[config.mk]
export PLATFORM = sky130hd
export DESIGN_NAME = csr_access_unit
export DESIGN_NICKNAME = d
export VERILOG_FILES = /design/src/rtl/csr_access_unit.sv
export SDC_FILE = /design/constraint.sdc
export NUM_CORES = 1
export LEC_CHECK = 0
export CAP_MARGIN = 20
export CORE_ASPECT_RATIO = 0.6
export CORE_MARGIN = 3
export CORE_UTILIZATION = 41
export DETAILED_ROUTE_END_ITERATION = 8
export GPL_TIMING_DRIVEN = 0
export PLACE_DENSITY = 0.91
export SETUP_SLACK_MARGIN = 0.05
export SLEW_MARGIN = 10
export SYNTH_ARGS = -nofsm -noshare
export SYNTH_HDL_FRONTEND = slang
export SYNTH_SLANG_ARGS = --single-unit
[constraint.sdc]
create_clock -name clk -period 2.1 [get_ports clk]
set_input_delay 0.63 -clock clk [delete_from_list [all_inputs] [get_ports clk]]
set_output_delay 0.63 -clock clk [all_outputs]
set_load 0.02 [all_outputs]
[src/rtl/csr_access_unit.sv]
// csr_access_unit: sequences csrrd/csrwr/csrxchg between execute and the CSR file.
// Accepts one operation at a time, reads the old CSR value, performs the (masked)
// write, and hands the old value to writeback.
// Optional feature macro: CSR_ACCESS_PRIV_CHECK_EN -- when defined, an operation
// accepted at a nonzero privilege level skips the CSR file and responds with an
// IPE exception one cycle after accept.
//
// state   | meaning
// --------+---------------------------------------------------------------
// S_IDLE  | ready for a new operation
// S_READ  | CSR read address driven, old value captured at the clock edge
// S_WRITE | single-cycle write strobe for csrwr / csrxchg
// S_RESP  | result offered to writeback, held until out_ready
module csr_access_unit #(
  parameter int CSR_ADDR_W = 14,
  parameter int DATA_W     = 32
) (
  input  logic                  clk,
  input  logic                  reset,
  input  logic                  i_in_valid,
  output logic                  o_in_ready,
  input  logic [1:0]            i_in_op,
  input  logic [CSR_ADDR_W-1:0] i_in_csr_num,
  input  logic [DATA_W-1:0]     i_in_rd_val,
  input  logic [DATA_W-1:0]     i_in_rj_mask,
  input  logic [4:0]            i_in_rd_idx,
  input  logic [1:0]            i_cur_plv,
  input  logic                  i_flush,
  output logic [CSR_ADDR_W-1:0] o_csr_raddr,
  input  logic [DATA_W-1:0]     i_csr_rdata,
  output logic                  o_csr_wr_en,
  output logic [CSR_ADDR_W-1:0] o_csr_waddr,
  output logic [DATA_W-1:0]     o_csr_wdata,
  output logic                  o_out_valid,
  input  logic                  i_out_ready,
  output logic [4:0]            o_out_rd_idx,
  output logic [DATA_W-1:0]     o_out_rd_wdata,
  output logic                  o_out_rd_we,
  output logic                  o_out_excp
);

  typedef enum logic [1:0] {S_IDLE, S_READ, S_WRITE, S_RESP} state_t;

  state_t                r_state;
  state_t                w_next;
  logic [1:0]            r_op;
  logic [CSR_ADDR_W-1:0] r_num;
  logic [DATA_W-1:0]     r_rd_val;
  logic [DATA_W-1:0]     r_mask;
  logic [DATA_W-1:0]     r_old;
  logic [4:0]            r_rd_idx;
  logic                  r_excp;
  logic                  w_accept;
  logic                  w_priv_fault;

  // A flush in IDLE suppresses the offer even though in_ready stays high.
  assign w_accept = (r_state == S_IDLE) && i_in_valid && !i_flush;

`ifdef CSR_ACCESS_PRIV_CHECK_EN
  assign w_priv_fault = (i_cur_plv != 2'd0);
`else
  logic w_unused_plv;
  assign w_unused_plv = ^i_cur_plv;
  assign w_priv_fault = 1'b0;
`endif

  // State register.
  always_ff @(posedge clk) begin
    if (reset) r_state <= S_IDLE;
    else       r_state <= w_next;
  end

  // Next-state and handshake/strobe decode; flush abandons any non-idle state.
  always_comb begin
    w_next      = r_state;
    o_in_ready  = 1'b0;
    o_csr_wr_en = 1'b0;
    o_out_valid = 1'b0;
    o_out_rd_we = 1'b0;
    case (r_state)
      S_IDLE: begin
        o_in_ready = 1'b1;
        if (w_accept) w_next = w_priv_fault ? S_RESP : S_READ;
      end
      S_READ: begin
        if (i_flush)      w_next = S_IDLE;
        else if (r_op[1]) w_next = S_WRITE;
        else              w_next = S_RESP;
      end
      S_WRITE: begin
        o_csr_wr_en = !i_flush;
        w_next      = i_flush ? S_IDLE : S_RESP;
      end
      S_RESP: begin
        if (i_flush) begin
          w_next = S_IDLE;
        end else begin
          o_out_valid = 1'b1;
          o_out_rd_we = (r_rd_idx != 5'd0) && !r_excp;
          if (i_out_ready) w_next = S_IDLE;
        end
      end
      default: w_next = S_IDLE;
    endcase
  end

  // Operand latch at accept; old value captured at the end of READ.
  // r_old is cleared at accept so an exception response carries zero data.
  always_ff @(posedge clk) begin
    if (reset) begin
      r_op     <= 2'b00;
      r_num    <= '0;
      r_rd_val <= '0;
      r_mask   <= '0;
      r_old    <= '0;
      r_rd_idx <= 5'd0;
      r_excp   <= 1'b0;
    end else begin
      if (w_accept) begin
        r_op     <= i_in_op;
        r_num    <= i_in_csr_num;
        r_rd_val <= i_in_rd_val;
        r_mask   <= i_in_rj_mask;
        r_old    <= '0;
        r_rd_idx <= i_in_rd_idx;
        r_excp   <= w_priv_fault;
      end
      if (r_state == S_READ) r_old <= i_csr_rdata;
    end
  end

  assign o_csr_raddr    = r_num;
  assign o_csr_waddr    = r_num;
  assign o_csr_wdata    = (r_op == 2'b10) ? r_rd_val
                                          : ((r_rd_val & r_mask) | (r_old & ~r_mask));
  assign o_out_rd_idx   = r_rd_idx;
  assign o_out_rd_wdata = r_old;
  assign o_out_excp     = r_excp;

endmodule

---- Word-level counts from Yosys, hierarchy flattened ----
Cells that the tools add are included.
storage, ports and cells
  bits in registers ....................... 119
  latch bits .............................. 0
  memory bits (writable) .................. 0
  memory bits (read-only) ................. 0
  output and inout bits ................... 102
  word-level logic and storage cells ...... 40
  memories kept ........................... 0
cells by class
  add/sub/neg operators ................... 0
  multipliers ............................. 0
  divide/modulo/power cells ............... 0
  order comparisons ....................... 0
  equality and inequality tests ........... 6
  shift operators ......................... 0
  multiplexer cells ....................... 16
  bitwise operators ....................... 4
  reductions and logical operators ........ 7
operator list
  cell                count
  $mux 32             3
  $and 32x32->32      2
  $not 32->32         1
  $or 32x32->32       1
  $mux 2              5
  $pmux 2 s4          1
  $mux 1              7
  $eq 2x2->1 const B  3
  $reduce_bool 5->1   1
  $ne 3x3->1 const B  1
  $eq 2x1->1 const B  1
  $logic_and 1x1->1   2
  $logic_not 2->1     1
  $ne 2x2->1 const B  1
  $reduce_and 2->1    1
  $reduce_bool 2->1   1
  $logic_not 1->1     1

---- Depth between registers and ports, before layout ----
  depth in word-level cells ............... 5
  gate-level depth with buffers ........... 7

---- Least setup slack after synthesis ----
OpenSTA, ideal clock, no wires.
  kind .................................... reg2out
  start point ............................. register r_op[1]
  end point ............................... output port o_csr_wdata[10]
  arrival ................................. 1.275 ns
  data required time ...................... 1.470 ns
  slack ................................... 0.195 ns
  cell stages (with the launch flop) ...... 6
  path buffers ............................ 2
  path through ............................ dfxtp_1 nor2b_1 clkbuf_1 clkbuf_1 nor2_1 mux2_2
on the way
  word-level cells in the longest chain between the ends .. 2
ends and longest elaborated chain
  element                   RTL line  source
  start: declaration        46        logic [1:0] r_op;
  start signal: assignment  120       r_op <= i_in_op;
  $eq 2x2->1                134       assign o_csr_wdata = (r_op == 2'b10) ? r_rd_val
  $mux 32                   134
  end: declaration          33        output logic [DATA_W-1:0] o_csr_wdata,
No other way between the ends.

---- Worst setup path in the final report ----
  start point ............................. register r_op[1]
  end point ............................... output port o_csr_wdata[7]
Same word-level chain as after synthesis.

==> out/qor.yml <==
critical_path:
  arrival_ps: 1710
  crit_start: "r_op[1]$_SDFFE_PP0P_"
  worstPathCellList: "nor2b_4 -> buf_12 -> buf_8 -> nor2_4 -> mux2_2 -> buf_6"
  crit_type: "reg -> out"
  slowest_delay_ps: 350
  crit_fanout: 8
  reg2regPathDepth: 7
  crit_slowest_cell: "mux2_2"
  start_kind: "flop"
  end_kind: "output pin"
  r2r_start: "r_state[0]$_SDFFE_PP0P_"
  reg2reg_slack_ps: 360
  path_buf_inv: 3
  worstPathRequired_ps: 1470
  cp.depth: 6
  path_delay_family: "buffers and inverters"
flow_run:
  drv_cap: 0
power:
  comb_power_share_pct: 15.7
  p_seq_share_pct: 37.4
  powerDensity_mw_per_mm2: 789.3
  p_clk_share_pct: 46.9
  power.total_w: 0.006551
  p_int_w: 0.005022
  irDropWorstVdd_v: 0.0006682
  p_leak_nw: 3.792
  swShare_pct: 23.34
  p_sw_w: 0.001529
sta:
  hold_viol_final: 0
  finalWorstSetupSlack_ps: -240.6
  finClkSkew_ps: 9.855
  max_freq_mhz: 427.2
  max_slew_margin_pct: 55.84
  final.setup.tns_ps: -6711
  finalSetupViolCount: 33
  slew_viol_final: 0
  period_needed_ps: 2341
  period_share_pct: 111.5
  max_slew.worst_pin.slew_ps: 662.4
  rsz0062_at_grt: "yes"
detailed_routing:
  ant_nets: 0
  routed_via_density: 5.103
  drt_iter0_markers: 206
  firstDrtPassIters: 5
  via_count: 4807
  drc_errors: 0
  wl_um: 16610
  wl_per_cell_um: 17.63
cts:
  htree_levels: 4
  ctsHoldBuffers: 0
  clkSlewWorstSetupHoldPaths_ps: 50
  cts.sinks: 119
  clk_latency_ps: 400
  clk_path_buf_depth: 2
  cts_buffers: 17
  cts_tree: "built"
  root_buffer: "clkbuf_16"
min_path:
  hp-class: "reg -> reg"
  min_from: "r_rd_val[30]$_SDFFE_PP0P_"
  whs_path_depth: 2
die:
  die_w_um: 144.1
  rows: 29
  dieArea_sq_mm: 0.01280
  coreArea_sq_mm: 0.01085
  pin_count: 226
  fp.dieH_um: 88.83
  initial_core_util_pct: 43.21
global_routing:
  track_usage_pct: 25.25
  grt_pass1_vias: 5026
  grt_max_degree: 17
  gr-total-overflow: 0
  antenna_found_initial: 0
  grt_pass1_wl_um: 25160
layout:
  final_layout_size_suffix_gt1_share_pct: 24.03
  final_cell_mix: "160 x nand2_1, 144 x clkdlybuf4s50_1, 115 x dfxtp_1, 86 x a21oi_1, 35 x buf_6"
  multi_input_area_sq_mm: 0.002336
  nets: 916
  nFillCells: 694
  stdcell_count: 942
  insertedDiodeCount: 0
  area_delta_synth_final_pct: 77.02
  ff_latch_area_sq_mm: 0.002387
  final_common_cell: "nand2_1"
logic_synthesis:
  ys_ff_latch: 119
  synth-edff-count: 0
  yosys_warnings: 0
  syn_nets: 668
  synth_cell_types: 22
  syn_inst: 544
  ys.flop_type: "dfxtp_1"
  syn_area_sq_mm: 0.004688
  avgSynthCellArea_sq_um: 8.618
  ys_seq_area_share_pct: 50.81
  synthArstFlopShare_pct: 0
placed_design:
  portBuffers: 221
  gp_congestion: 0.8683
  dp_hpwl_um: 11720
  dp_cells: 904
run_status:
  violations: "negative setup slack"
  status: "finished with violations"
==> per-stage QoR <==
step	cell area [sq um]	utilization, %	setup slack (ps)	hold WS, ps
final	8299	76.50	-240.6	457.8
after CTS	8093	74.59	-291.5	456.4
after detailed placement	7074	65.21	-681.6	449.4
after global routing	8299	76.50	-287.6	471.9
after floorplan	4688	-	195.3	433.8
after global placement	7074	65.21	-677.2	439.3
==> registers in the layout, summed over array words and instances (netlist names) <==
register	count
o_out_rd_wdata	32
r_mask	32
r_rd_val	32
o_csr_raddr	14
o_out_rd_idx	5
r_op	2
r_state	2
==> final timing paths <==
| path | end |
|---|---|
| setup / recovery | o_csr_wdata[7] |
| hold / removal | r_rd_val[30]$_SDFFE_PP0P_ |
| setup reg to reg | r_mask[17]$_SDFFE_PP0P_ |
| hold reg to reg | r_rd_val[30]$_SDFFE_PP0P_ |
==> what timing repair did <==
| item | in CTS | in global routing |
|---|---|---|
| pin swaps | 3 | 2 |
| cloned | 3 | 0 |
| resized for setup | 304 | 65 |
| buffers inserted | 2 | 4 |
| setup endpoints to repair | 130 | 133 |
==> worst reg2reg max path, cell delays in order (launching register included) <==
cell,delay [ps]
dfxtp_1,290
buf_2,170
or4b_1,510
clkbuf_2,160
buf_6,170
buf_6,150
nand2_1,90
a21oi_1,80
==> cell type report <==
cell class | instances | area share, %
Tap cell | 139 | 2.096
Sequential cell | 119 | 28.77
Clock buffer | 22 | 5.834
Clock inverter | 8 | 1.749
Buffer | 55 | 4.779
Multi-Input combinational cell | 369 | 28.15
Timing Repair Buffer | 230 | 28.63
==> cells by family after synthesis <==
family,Yosys count,synth area share (%)
and+or+nand+nor,214,18.60
AOI/OAI and AO/OA,122,15.83
DFF,119,50.81
buffers and inverters,56,6.992
muxes,32,7.686
other,1,0.07999
==> layer usage <==
layer,up-vias,track usage (%),wire length (um)
met4,0,6.239,130
met2,196,43.42,8055
met1,2304,30.86,7110
met5,-,0,0
met3,12,8.477,1311
li1,2295,-,-
==> power groups by stage <==
stage	registers [W]	clock network (W)	logic, W
2_1_floorplan	0.00251	0	0.000380
3_3_place_gp	0.00247	0	0.000893
3_5_place_dp	0.00248	0	0.000915
4_1_cts	0.00245	0.00309	0.000996
5_1_grt	0.00246	0.00319	0.00110
6_report	0.00245	0.00307	0.00103
==> synthesized netlist by cell type (2+ instances only) <==
cell type  count  share of area, %
buf_2          7              0.75
buf_6          7               1.7
o21a_1         2              0.32
nand2_2       10               1.3
a22o_1        32               6.0
nor2_1        34               2.7
nor2b_1        3              0.40
mux2_2        32               7.7
clkbuf_1      27               2.2
buf_4         15               2.4
dfxtp_1      119                51
nor3b_1        2              0.32
a21oi_1       86               9.2
nand2_1      160                13
Note: power is estimated with default switching activity, not from simulation.
